--- src/rtl/hazard_scoreboard.sv ---
// Hazard/forwarding scoreboard for ID: tracks in-flight destinations, drives forwarding selects
// and the load-use bubble. Define HAZARD_MD_EN to add the multi-cycle multiply/divide stall sequencer.
//   state    | meaning
//   MD_IDLE  | no multi-cycle op in flight
//   MD_BUSY  | op executing, counter runs down to 0, pipeline held
//   MD_DONE  | result ready for one cycle, then back to idle
module hazard_scoreboard #(
  parameter int STAGES     = 2,
  parameter int REG_ADDR_W = 5,
  parameter int MD_LATENCY = 4,
  parameter int SEL_W      = $clog2(STAGES + 1)
) (
  input  logic                  clk,
  input  logic                  rst,
  input  logic                  id_valid,
  input  logic [REG_ADDR_W-1:0] id_req_a,
  input  logic [REG_ADDR_W-1:0] id_req_b,
  input  logic                  id_use_a,
  input  logic                  id_use_b,
  input  logic                  id_w_en,
  input  logic [REG_ADDR_W-1:0] id_req_w,
  input  logic                  id_is_load,
  input  logic                  id_is_md,
  input  logic                  flush,
  output logic                  bubble,
  output logic [SEL_W-1:0]      fwd_sel_a,
  output logic [SEL_W-1:0]      fwd_sel_b,
  output logic                  md_busy,
  output logic                  md_done
);

  localparam int CNT_W = (MD_LATENCY > 1) ? $clog2(MD_LATENCY) : 1;

  logic [STAGES:1]       vld_q, vld_d, wen_q, wen_d, ld_q, ld_d;
  logic [REG_ADDR_W-1:0] rw_q [1:STAGES];
  logic [REG_ADDR_W-1:0] rw_d [1:STAGES];
  logic [SEL_W-1:0]      sel_a, sel_b;
  logic                  load_use, md_stall, bubble_int, issue;

  // Scan oldest to youngest so the youngest producer overwrites the result.
  function automatic logic [SEL_W-1:0] youngest_match(input logic [REG_ADDR_W-1:0] src,
                                                      input logic use_x);
    youngest_match = '0;
    for (int k = STAGES; k >= 1; k--) begin
      if (vld_q[k] && wen_q[k] && (rw_q[k] == src) && (src != '0) && use_x)
        youngest_match = SEL_W'(k);
    end
  endfunction

  always_comb begin
    sel_a    = youngest_match(id_req_a, id_use_a);
    sel_b    = youngest_match(id_req_b, id_use_b);
    load_use = ld_q[1] && ((sel_a == SEL_W'(1)) || (sel_b == SEL_W'(1)));
  end

  assign bubble_int = load_use | md_stall;
  assign issue      = id_valid & ~bubble_int & ~flush;

  always_comb begin
    vld_d = '0;
    wen_d = '0;
    ld_d  = '0;
    for (int k = 1; k <= STAGES; k++) rw_d[k] = '0;
    vld_d[1] = issue;
    wen_d[1] = issue & id_w_en;
    ld_d[1]  = issue & id_is_load;
    rw_d[1]  = issue ? id_req_w : '0;
    for (int k = 2; k <= STAGES; k++) begin
      vld_d[k] = vld_q[k-1];
      wen_d[k] = wen_q[k-1];
      ld_d[k]  = ld_q[k-1];
      rw_d[k]  = rw_q[k-1];
    end
  end

  always_ff @(posedge clk) begin
    if (rst) begin
      vld_q <= '0;
      wen_q <= '0;
      ld_q  <= '0;
      for (int k = 1; k <= STAGES; k++) rw_q[k] <= '0;
    end else begin
      vld_q <= vld_d;
      wen_q <= wen_d;
      ld_q  <= ld_d;
      rw_q  <= rw_d;
    end
  end

`ifdef HAZARD_MD_EN
  typedef enum logic [1:0] {MD_IDLE = 2'd0, MD_BUSY = 2'd1, MD_DONE = 2'd2} md_state_t;

  md_state_t        md_state_q, md_state_d;
  logic [CNT_W-1:0] md_cnt_q, md_cnt_d;
  logic             md_busy_q, md_busy_d, md_done_q, md_done_d;

  always_comb begin
    md_state_d = md_state_q;
    md_cnt_d   = md_cnt_q;
    case (md_state_q)
      MD_IDLE: if (issue && id_is_md) begin
        md_state_d = MD_BUSY;
        md_cnt_d   = CNT_W'(MD_LATENCY - 1);
      end
      MD_BUSY: if (md_cnt_q == '0) md_state_d = MD_DONE;
               else                md_cnt_d   = md_cnt_q - CNT_W'(1);
      MD_DONE: md_state_d = MD_IDLE;
      default: md_state_d = MD_IDLE;
    endcase
    md_busy_d = (md_state_d == MD_BUSY);
    md_done_d = (md_state_d == MD_DONE);
  end

  always_ff @(posedge clk) begin
    if (rst) begin
      md_state_q <= MD_IDLE;
      md_cnt_q   <= '0;
      md_busy_q  <= 1'b0;
      md_done_q  <= 1'b0;
    end else begin
      md_state_q <= md_state_d;
      md_cnt_q   <= md_cnt_d;
      md_busy_q  <= md_busy_d;
      md_done_q  <= md_done_d;
    end
  end

  assign md_stall = md_busy_q;
  assign md_busy  = md_busy_q & ~rst;
  assign md_done  = md_done_q & ~rst;
`else
  logic unused_md_op;
  assign unused_md_op = id_is_md;
  assign md_stall     = 1'b0;
  assign md_busy      = 1'b0;
  assign md_done      = 1'b0;
`endif

  assign bubble    = bubble_int & ~rst;
  assign fwd_sel_a = rst ? '0 : sel_a;
  assign fwd_sel_b = rst ? '0 : sel_b;

endmodule

--- config.mk ---
export PLATFORM = sky130hd
export DESIGN_NAME = hazard_scoreboard
export DESIGN_NICKNAME = d
export VERILOG_FILES = /design/src/rtl/hazard_scoreboard.sv
export SDC_FILE = /design/constraint.sdc
export NUM_CORES = 1
export LEC_CHECK = 0
export CORE_MARGIN = 3
export CORE_UTILIZATION = 42
export DETAILED_ROUTE_END_ITERATION = 7
export PLACE_DENSITY = 0.79
export SLEW_MARGIN = 15
export SYNTH_ARGS = -nofsm -noshare
export SYNTH_HDL_FRONTEND = slang
export SYNTH_SLANG_ARGS = --single-unit
export TNS_END_PERCENT = 30
--- constraint.sdc ---
create_clock -name clk -period 1.95 [get_ports clk]
set_input_delay 0.2925 -clock clk [delete_from_list [all_inputs] [get_ports clk]]
set_output_delay 0.2925 -clock clk [all_outputs]
set_load 0.01 [all_outputs]
==> run_results.csv, run 1 <==
group,metric,value,unit
floorplanning,ioPinCount,31,
setup_path,start_kind,"primary input",
pwr,p_total,0.6232,mW
timing,timing.final.crit_share,101.3,%
clock_network,path_clk_slew,80,ps
logic_synthesis,synth.yosys.warnings,0,
routing,drt_iter0_drc,2,
logic_synthesis,synth_edf_count,0,
floorplanning,initial_core_util,45.25,%
setup_path,path_max_fanout,2,
final_layout,antenna-diode-count,0,
final_layout,final_area,1316,µm²
clock_network,cts_made_buffers,3,
clock_network,clk_latency,270,ps
run_status,status,"finished, violations left",
pwr,power.leakage,0.5396,nW
routing,wl,2086,µm
place,dp_hpwl,1541,µm
clock_network,cts_root_buffer,"clkbuf_4",
setup_path,crit_chain,"buf_2, or4_4, o21ai_4, nor3_4, o21a_4, nor2b_4, buf_6",
global_route,grt_pass1_vias,830,
final_layout,drive_above_1_share,51.22,%
final_layout,area_growth_syn_to_layout,64.89,%
final_layout,post-route-util,74.61,%
global_route,met2_usage,33.26,%
timing,period_needed,1975,ps
global_route,use_met1,19.63,%
global_route,antenna_found_initial,0,
routing,ant_nets,0,
logic_synthesis,postSynthAreaPerCell,10.50,µm²
floorplanning,die_y,49.60,µm
routing,drtPass1Iterations,2,
timing,setup_ws,-24.94,ps
timing,fmax,0.5063,GHz
clock_network,htree_levels,1,
setup_path,cpMaxStageDelayCell,"or4_4",
floorplanning,row_count,15,
clock_network,cts_tree,"done",
logic_synthesis,async_reset_ff_share,0,%
timing,finalSetupViolCount,2,
clock_network,cts_sinks,15,
timing,hold_violations,0,
final_layout,fill_cells,132,
hold_path,holdPathStages,1,
routing,drc,0,
global_route,grt_usage,18.81,%
timing,rsz0062_at_grt,"true",
timing,maxSlewViolCount,0,
setup_path,cp_data_required_time,1660,ps
logic_synthesis,netlist_area,798.3,µm²
logic_synthesis,synth_cells,76,
routing,avgViaCountPerCell,4.824,
setup_path,path_class,"primary input to output pin",
routing,avgRoutedWirePerCell,14.09,µm
setup_path,slowest_delay,540,ps
place,port_buffers,27,
place,place.gp.congestion,0.7198,
pwr,p_per_area,473.5,nW/µm²
floorplanning,dieArea,2460,µm²
clock_network,ctsHoldBuffers,0,
final_layout,final_nets,148,
global_route,grt_pass1_wl,3539,µm
timing,fin_skew,5.846,ps
routing,num_vias,714,
setup_path,cp.buffers_inverters,2,
global_route,grt-ovfl-total,0,
logic_synthesis,ys_ff_latch,15,
clock_network,cts_buffer_depth,2,
logic_synthesis,ys_seq_area_share,37.62,%
setup_path,end_kind,"output pin",
floorplanning,core_area,1764,µm²
global_route,gr-usage-met3,5.438,%
global_route,top_usage_layer,"met2",
setup_path,arrival,1680,ps
run_status,violations,"setup timing",
pwr,vdd_drop_max,0.4689,mV
floorplanning,die_width,49.60,µm
job,maxCapViolations,0,
setup_path,ff2ff_path_depth,7,
logic_synthesis,synth.distinct_cells,23,
logic_synthesis,synth_ff_type,"dfxtp_1",
setup_path,path_delay_family,"simple AND/OR/NAND/NOR gates",
setup_path,critical_path_depth,7,
hold_path,hold_path.class,"flip-flop to flip-flop",
place,pre_cts_slack,-781.4,ps
global_route,grt_max_degree,12,
place,post_dp_cell_area,1197,µm²
-- what timing repair did --
item                                    in CTS  in global routing
pin swaps                                   10                  6
setup buffers                                3                  0
hold endpoints to repair                     0                  0
cloned                                       0                  0
endpoints found under the setup margin      11                  5
resized for setup                           74                 14
-- placed cells by master, fill, tap and decap left out, types with 3 or more instances in the layout --
cell type,n
clkbuf_4,3
and4bb_2,5
buf_2,8
xor2_1,6
nor4_2,3
or4_4,3
dfxtp_1,10
dlygate4sd2_1,4
nor2b_1,8
xnor2_1,8
buf_4,18
xnor2_2,6
dfxtp_2,4
clkdlybuf4s50_1,9
-- final timing paths --
kind | startpoint | endpoint | slack [ps]
worst min register to register | vld_q[1] | vld_q[2] | 510
worst min-delay path | vld_q[1] | vld_q[2] | 510
worst max-delay path | id_req_b[4] | bubble | -20
worst max register to register | rw_d[1] | rw_d[4] | 270
-- registers in the layout, summed over array words and instances (netlist names) --
register  cells
ld_q          1
wen_q         2
rw_q          5
vld_q         2
rw_d          5
-- metal layers --
metal  wire length (µm)  vias up
li1                   -      359
met1                803      328
met2               1138       23
met3                103        4
met4                 42        0
met5                  0        -
-- report_power, final --
part	leakage (nW)	internal, mW	switching (mW)
clock	0.0150	0.0791	0.0880
sequential	0.124	0.313	0.00723
combinational	0.400	0.0824	0.0536
total	0.540	0.474	0.149
-- stage by stage --
step / std cells / TNS, ps / hold slack, ps
finish: 148 / -30.04 / 507.5
global route: 148 / -288.1 / 527.5
floorplan: 77 / 0 / 368.2
global placement: 141 / -5087 / 477.2
detailed placement: 141 / -5505 / 485.5
CTS: 148 / -24.39 / 495.8
-- logic make-up (layout without fill, tap and decap cells) --
family                    after synthesis  in the layout  synth area share, %
AOI/OAI and AO/OA                       3              3                5.016
xor gates and xnor gates               20             20                21.94
buffers and inverters                   3             49                2.350
DFF                                    15             15                37.62
other                                   1              2               0.4698
and+or+nand+nor                        34             34                32.60
-- synth_stat cells (2+ instances only) --
cell type | count | share of area (%)
dfxtp_1 | 15 | 38
xnor2_1 | 14 | 15
nor2b_1 | 9 | 7.1
xor2_1 | 6 | 6.6
and4bb_2 | 5 | 7.8
nor4_1 | 4 | 3.1
or4_1 | 3 | 2.8
buf_4 | 2 | 1.9
nand2_1 | 2 | 0.94
nand3_1 | 2 | 1.3
nand4_1 | 2 | 1.6
-- worst register-to-register path: stages, from the launching register on --
cell and delay, ps:
dfxtp_4 370, xnor2_2 160, nand4_1 200, nor3_4 240, o21a_4 150, buf_4 90
buf_4 120, and4bb_2 230
-- final cells by class --
class                   instances  area [µm²]  share of cell area (%)
clock buffers                   4       26.28                   1.996
multi-input cells              59       591.8                   44.96
flip-flops and latches         15       309.0                   23.48
well taps                      25       31.28                   2.376
repair buffers                 45       357.8                   27.19
(Power assumes the default switching activity.)
==> run 2, diff against run 1 <==
--- a/config.mk
+++ b/config.mk
@@ -6,10 +6,10 @@
 export NUM_CORES = 1
 export LEC_CHECK = 0
 export CORE_MARGIN = 3
-export CORE_UTILIZATION = 42
+export CORE_UTILIZATION = 30
 export DETAILED_ROUTE_END_ITERATION = 7
-export PLACE_DENSITY = 0.79
-export SLEW_MARGIN = 15
+export PLACE_DENSITY = 0.61
+export SLEW_MARGIN = 20
 export SYNTH_ARGS = -nofsm -noshare
 export SYNTH_HDL_FRONTEND = slang
 export SYNTH_SLANG_ARGS = --single-unit
==> run 2 against run 1 <==
The run now ends clean. Largest power group unchanged. Sequential cell count did not move. Sequential share of layout area fell by 0.33 points. Clock skew rose by 2.3 ps. Setup slack improved by 46 ps. Non-clock buffer count did not move.
==> run_results.csv, run 2 (same netlist as run 1, synthesis figures left out) <==
group,metric,value,unit
run_status,status,"completed",
routing,num_vias,720,
final_layout,antenna-diode-count,0,
floorplanning,ioPinCount,31,
job,maxCapViolations,0,
clock_network,path_clk_slew,90,ps
place,pre_cts_slack,-786.0,ps
routing,drtPass1Iterations,3,
global_route,antenna_found_initial,0,
clock_network,ctsHoldBuffers,0,
clock_network,cts_made_buffers,3,
floorplanning,die_width,57.59,µm
clock_network,htree_levels,1,
place,post_dp_cell_area,1211,µm²
hold_path,holdPathStages,1,
place,port_buffers,27,
timing,fin_skew,8.176,ps
global_route,grt_pass1_wl,3236,µm
final_layout,layout_common_cells,"17 x buf_4, 11 x xnor2_2, 9 x clkdlybuf4s50_1",
pwr,p_total,0.6291,mW
floorplanning,core_area,2500,µm²
final_layout,final_common_cell,"buf_4",
setup_path,arrival,1640,ps
setup_path,end_kind,"output pin",
clock_network,cts_sinks,15,
global_route,grt_usage,12.55,%
routing,drc,0,
clock_network,cts_tree,"done",
place,place.gp.congestion,0.7224,
setup_path,crit_chain,"buf_2, or4_4, o21ai_4, nor3_4, o21a_4, nor2b_4, buf_6",
routing,avgRoutedWirePerCell,13.01,µm
timing,fin_hold_ws,489.8,ps
setup_path,reg2reg_from,"rw_d[1]",
clock_network,clk_latency,280,ps
clock_network,cts_root_buffer,"clkbuf_4",
final_layout,final_nets,148,
setup_path,r2r_end,"rw_d[4]",
timing,maxSlewViolCount,0,
routing,drt_iter0_drc,4,
setup_path,cp_data_required_time,1660,ps
setup_path,slowest_delay,520,ps
timing,setup_ws,20.67,ps
routing,avgViaCountPerCell,4.706,
routing,ant_nets,0,
hold_path,whs_endpoint,"wen_q[2]",
timing,rsz0062_at_grt,"true",
floorplanning,die_y,57.59,µm
setup_path,path_class,"primary input to output pin",
final_layout,final_area,1368,µm²
global_route,grt_pass1_vias,787,
floorplanning,dieArea,3316,µm²
floorplanning,initial_core_util,31.93,%
global_route,grt_max_degree,12,
pwr,power.leakage,0.5669,nW
pwr,vdd_drop_max,0.3307,mV
final_layout,post-route-util,54.70,%
hold_path,hold_path.class,"flip-flop to flip-flop",
setup_path,ff2ff_path_depth,6,
timing,period_needed,1929,ps
final_layout,area_growth_syn_to_layout,71.32,%
setup_path,cp.buffers_inverters,2,
floorplanning,row_count,18,
setup_path,path_max_fanout,3,
setup_path,start_kind,"primary input",
timing,fmax,0.5183,GHz
setup_path,path_delay_family,"simple AND/OR/NAND/NOR gates",
hold_path,hold_path.startpoint,"wen_q[1]",
setup_path,r2r_setup_slack,380,ps
timing,finalSetupViolCount,0,
final_layout,drive_above_1_share,55.28,%
timing,timing.final.crit_share,98.94,%
routing,wl,1990,µm
pwr,p_per_area,460.0,nW/µm²
clock_network,cts_buffer_depth,2,
setup_path,cpMaxStageDelayCell,"or4_4",
timing,hold_violations,0,
global_route,grt-ovfl-total,0,
run 2: changes by cell type in the layout (fill, tap and decap cells not counted), moves of 2 or more:
cell,delta
xnor2_2,+5
xnor2_1,-5
dfxtp_1,-2
dfxtp_4,+2
buf_6,+3
run 2: area by class of cell:
class,instances,area (µm²)
Fill cell,235,1132
Multi-Input combinational cell,59,618.1
Timing Repair Buffer,45,367.9
Sequential cell,15,316.6
Tap cell,30,37.54
Clock buffer,3,22.52
Clock inverter,1,5.005
run 2: power by group:
part	total (mW)	internal (mW)	switching (mW)	leakage, nW
registers	0.318	0.311	0.00739	0.126
logic	0.141	0.0876	0.0539	0.423
clock network	0.169	0.0759	0.0934	0.0177
total	0.629	0.474	0.155	0.567
run 2: worst register-to-register path, stage by stage (launching register included):
cell and delay, ps:
dfxtp_2 350, xnor2_2 160, nand4_1 190, nor3_4 250, o21a_4 150, buf_4 130, and4bb_2 230
run 2: how the worst max path moves through the flow:
stage / depth (start not counted) / to / slack (ps) / start
after floorplan: 4 / fwd_sel_a[1] / 150 / id_req_a[1]
after global placement: 6 / fwd_sel_a[1] / -830 / id_req_a[2]
after detailed placement: 6 / fwd_sel_a[1] / -790 / id_req_a[2]
after CTS: 6 / fwd_sel_b[1] / -90 / rw_q[1]
after global routing: 5 / fwd_sel_a[1] / -50 / rw_q[1]
final: 7 / bubble / 20 / id_req_b[2]
run 2: per-layer routing:
layer	global-route usage (%)	share of wire [%]	vias to the layer above
li1	-	-	360
met1	13.93	41	334
met2	21.94	51	22
met3	3.620	6.5	4
met4	5.629	1.2	0
met5	0	0	-
run 2: timing repair:
action | 4_1_cts | 5_1_grt
pin swaps | 12 | 14
resized for setup | 73 | 20
setup buffers | 2 | 0
endpoints found under the setup margin | 11 | 5
run 2: stage by stage:
stage,instances,TNS (ps)
2_1_floorplan,77,0
3_3_place_gp,147,-5291
3_5_place_dp,147,-5405
4_1_cts,153,-100.4
5_1_grt,153,-154.3
6_report,153,0
